## config.mk

```make
export PLATFORM = sky130hd
export DESIGN_NAME = sipo_frame_rx
export DESIGN_NICKNAME = d
export VERILOG_FILES = /design/src/rtl/sipo_frame_rx.sv
export SDC_FILE = /design/constraint.sdc
export NUM_CORES = 1
export LEC_CHECK = 0
export CORE_ASPECT_RATIO = 0.7
export CORE_MARGIN = 2
export CORE_UTILIZATION = 27
export DETAILED_ROUTE_END_ITERATION = 12
export PLACE_DENSITY = 0.54
export REMOVE_ABC_BUFFERS = 1
export SLEW_MARGIN = 15
export SYNTH_ARGS = -nofsm -noshare
export SYNTH_HDL_FRONTEND = slang
export SYNTH_SLANG_ARGS = --single-unit
```

## constraint.sdc

```tcl
create_clock -name Clk -period 3.95 [get_ports Clk]
set_input_delay 0.395 -clock Clk [delete_from_list [all_inputs] [get_ports Clk]]
set_output_delay 0.395 -clock Clk [all_outputs]
set_load 0.01 [all_outputs]
```

## src/rtl/sipo_frame_rx.sv

```systemverilog
// sipo_frame_rx: framed MSB-first serial word receiver.
// The receiver rebuilds WIDTH-bit samples from a serial stream. Frame_start marks
// the MSB bit time. A word that completes raises Word_valid for one cycle. A word
// that is cut short by a new Frame_start raises Frame_err for one cycle and
// increments a saturating error counter.
module sipo_frame_rx #(
   parameter int WIDTH = 12,
   parameter int ERR_W = 8
) (
   input  logic             Clk,
   input  logic             Rst_n,
   input  logic             Ser_in,
   input  logic             Frame_start,
   output logic [WIDTH-1:0] Par_out,
   output logic             Word_valid,
   output logic             Busy,
   output logic             Frame_err,
   output logic [ERR_W-1:0] Err_cnt
);

   localparam int             CNT_W = $clog2(WIDTH);
   localparam logic [CNT_W-1:0] LAST  = CNT_W'(WIDTH - 1);

   typedef enum logic {IDLE, SHIFT} state_t;

   state_t             state_q, state_nxt;
   // The top bit of a completed word is already in the shift register when the
   // last bit arrives. For that reason, WIDTH-1 stored bits are enough.
   logic [WIDTH-2:0]   shift_q, shift_nxt;
   logic [CNT_W-1:0]   cnt_q, cnt_nxt;
   logic [WIDTH-1:0]   par_nxt;
   logic               wv_nxt, fe_nxt;
   logic [ERR_W-1:0]   err_nxt;

   // Next-state and datapath decode. Frame_start always wins: in SHIFT it aborts
   // the current word, and the new bit becomes the MSB of the next word.
   always_comb begin
      state_nxt = state_q;
      shift_nxt = shift_q;
      cnt_nxt   = cnt_q;
      par_nxt   = Par_out;
      wv_nxt    = 1'b0;
      fe_nxt    = 1'b0;
      err_nxt   = Err_cnt;
      case (state_q)
         IDLE: begin
            if (Frame_start) begin
               shift_nxt = (WIDTH-1)'(Ser_in);
               cnt_nxt   = CNT_W'(1);
               state_nxt = SHIFT;
            end
         end
         SHIFT: begin
            if (Frame_start) begin
               fe_nxt    = 1'b1;
               if (Err_cnt != {ERR_W{1'b1}}) err_nxt = Err_cnt + ERR_W'(1);
               shift_nxt = (WIDTH-1)'(Ser_in);
               cnt_nxt   = CNT_W'(1);
            end else if (cnt_q == LAST) begin
               par_nxt   = {shift_q, Ser_in};
               wv_nxt    = 1'b1;
               cnt_nxt   = '0;
               state_nxt = IDLE;
            end else begin
               shift_nxt = (WIDTH-1)'({shift_q, Ser_in});
               cnt_nxt   = cnt_q + CNT_W'(1);
            end
         end
         default: state_nxt = IDLE;
      endcase
   end

   // State and output registers. All outputs come from flops, including Busy.
   always_ff @(posedge Clk or negedge Rst_n) begin
      if (!Rst_n) begin
         state_q    <= IDLE;
         shift_q    <= '0;
         cnt_q      <= '0;
         Par_out    <= '0;
         Word_valid <= 1'b0;
         Busy       <= 1'b0;
         Frame_err  <= 1'b0;
         Err_cnt    <= '0;
      end else begin
         state_q    <= state_nxt;
         shift_q    <= shift_nxt;
         cnt_q      <= cnt_nxt;
         Par_out    <= par_nxt;
         Word_valid <= wv_nxt;
         Busy       <= (state_nxt == SHIFT);
         Frame_err  <= fe_nxt;
         Err_cnt    <= err_nxt;
      end
   end

endmodule

```

==> flow_summary.toml <==
[worst_setup_path]
cp_data_arrival_time_ps = 2220
critPathLaunchType = "flip-flop"
crit_path_end_kind = "flip-flop"
worstSetupPathType = "flip-flop to flip-flop"
crit_fanout = 12
cp.required_ps = 4130

[grt]
grt_usage = 0.102
grt.overflow.total = 0
grt_start_max_net_pins = 39
grt_use_met3 = 0.0353
busiest_layer = "met2"
grt_util_met1 = 0.136
grt_pass1_wl_mm = 5.13
grt_pass1_vias = 977
antenna_found_initial = 0
grt_util_met2 = 0.144

[finish]
multiInputGateArea_sq_um = 627
utilization = 0.354
nets = 151
regArea_sq_um = 951
area_growth_pct = 25.8
nFillCells = 550
n_antenna_cell = 0
drive_above_1_share = 0.205

[clock_tree]
cts_buffers = 5
ctsLongestPathBuffers = 2
h-tree-depth = 2
cts.root.buffer_cell = "clkbuf_8"
post-cts-setup-buffers = 0
cts_hold_buf = 0
clkLatencyLatePin_ps = 300
cts-resized-gates = 0
clock_sinks = 38
clk_pin_slew_ps = 80
cts_tree = "yes"

[placed_design]
dp_hpwl_mm = 2.11
portBuffers = 26
pre_cts_ws_ps = 1590
gp_congestion = 0.756

[logic_synthesis]
synth_area_leaders = "dfrtp_1 (58%), mux2_4 (8.3%), mux2_2 (5.5%), a22o_1 (5.4%), mux2i_1 (1.8%)"
synth_area_sq_um = 1630
synth_largest_area_cell = "dfrtp_1"
syn_inst = 117
synth_top_area_frac = 0.584
synth_edf_count = 0
synth_cell_types = 30
ys.flop_type = "dfrtp_1"
synth.avg_cell_area_sq_um = 13.9
ys_top_cells_by_count = "dfrtp_1 (38), a22o_1 (10), mux2_4 (9), mux2_2 (8), nor2_1 (7)"
synth.most_common_cell = "dfrtp_1"
async_flop_share = 1.00
ys_warn_count = 0
yosysSeqAreaShare = 0.584
synth-seq-cells = 38

[floorplan]
row_count = 23
dieArea_sq_um = 6680
coreArea_sq_um = 5780
fp.dieW_um = 96.8
start_util = 0.281
io_pins = 27
die_h_um = 69.0

[timing]
setup_tns_ps = 0
worst_slack_ps = 1910
min_period_ps = 2040
fin_skew_ps = 9.61
hold_viol = 0
holdWs_ps = 187
fin_crit_sh = 0.516
worst_pin_slew_ps = 910
relSlewSlack = 0.393
slew_violations = 0
finalSetupViolations = 0
fmax_mhz = 491
rsz0062_at_grt = "false"

[flow_run]
maxCapViolations = 0

[route]
wire_per_inst_um = 13.8
vias = 1029
drc = 0
ant_nets = 0
routed_via_density = 4.66
wl_mm = 3.06
drt_iter0_markers = 25
dr.pass1.iters = 6

[status]
status = "complete, no violations"

[pwr]
vdd_ir_drop_max_v = 0.000165
p_leak_uw = 0.000925
p_per_area_nw_per_um2 = 532

[worst_hold_path]
hold_path_class = "input port to asynchronous set/reset pin"
## cells by family (layout without fill, tap and decap cells)
group,Yosys count,count (layout),synth area share
muxes,20,20,0.157
and+or+nand+nor,28,28,0.108
adders and majority gates,2,2,0.0154
DFF,38,38,0.584
buffers and inverters,7,36,0.0307
xor gates and xnor gates,2,2,0.0108
AOI/OAI and AO/OA,20,20,0.0938
## per-stage QoR
step | cell area (sq um) | cells | power (uW)
6_report | 2050 | 221 | 1090
5_1_grt | 2050 | 221 | 1150
4_1_cts | 2050 | 221 | 1100
3_5_place_dp | 1930 | 213 | 760
3_3_place_gp | 1930 | 213 | 752
2_1_floorplan | 1590 | 112 | 627
## worst paths after layout
check | depth (start not counted) | to | slack [ps] | startpoint
worst max-delay path | 4 | shift_q[0] | 1910 | cnt_q[1]
worst min-delay path | 1 | Err_cnt[7] | 190 | Rst_n
worst max register to register | 4 | shift_q[0] | 1910 | cnt_q[1]
worst min register to register | 1 | Par_out[2] | 510 | Par_out[2]
max in group asynchronous | 1 | Err_cnt[3] | 3240 | Rst_n
min in group Clk | 1 | Par_out[2] | 510 | Par_out[2]
## routing by layer
metal / vias to the layer above / share of wire
met4: 0 / 0.020
met5: - / 0
met2: 29 / 0.41
li1: 479 / -
met1: 513 / 0.51
met3: 8 / 0.051
## report_power, final
| group | leakage [uW] | internal (uW) | total, uW | switching (uW) |
|---|---|---|---|---|
| Combinational | 0.000377 | 142 | 247 | 105 |
| Clock | 0.0000504 | 188 | 336 | 148 |
| Sequential | 0.000497 | 439 | 506 | 67.1 |
## cell usage in the layout, fill, tap and decap left out, drive strengths merged, types with 2 or more instances in the layout
cell           instances
nor2                   7
clkbuf                 5
nand3                  2
nand2                  5
ha                     2
a21oi                  2
nand4                  3
mux2i                  3
inv                    2
dfrtp                 38
and3                   2
a22o                  10
o21ai                  3
nand2b                 3
mux2                  17
xnor2                  2
clkdlybuf4s50         25
clkinvlp               2
## critical path, cell delays in order, from the launching register on
cell and delay (ps):
dfrtp_1 400, ha_1 260, nand3b_4 110, a21oi_1 740
mux2_2 410
## registers in the layout (all words and copies together), names as in the netlist
signal	cells
state_q	1
cnt_q	4
Err_cnt	8
Par_out	12
Frame_err	1
shift_q	11
Word_valid	1
## cell type report
class | instances | area share
Sequential cell | 38 | 0.464
Multi-Input combinational cell | 72 | 0.306
Timing Repair Buffer | 26 | 0.125
Tap cell | 75 | 0.0458
Clock buffer | 5 | 0.0336
Clock inverter | 3 | 0.0220
Inverter | 2 | 0.00367
Note: power is estimated with default switching activity, not from simulation.
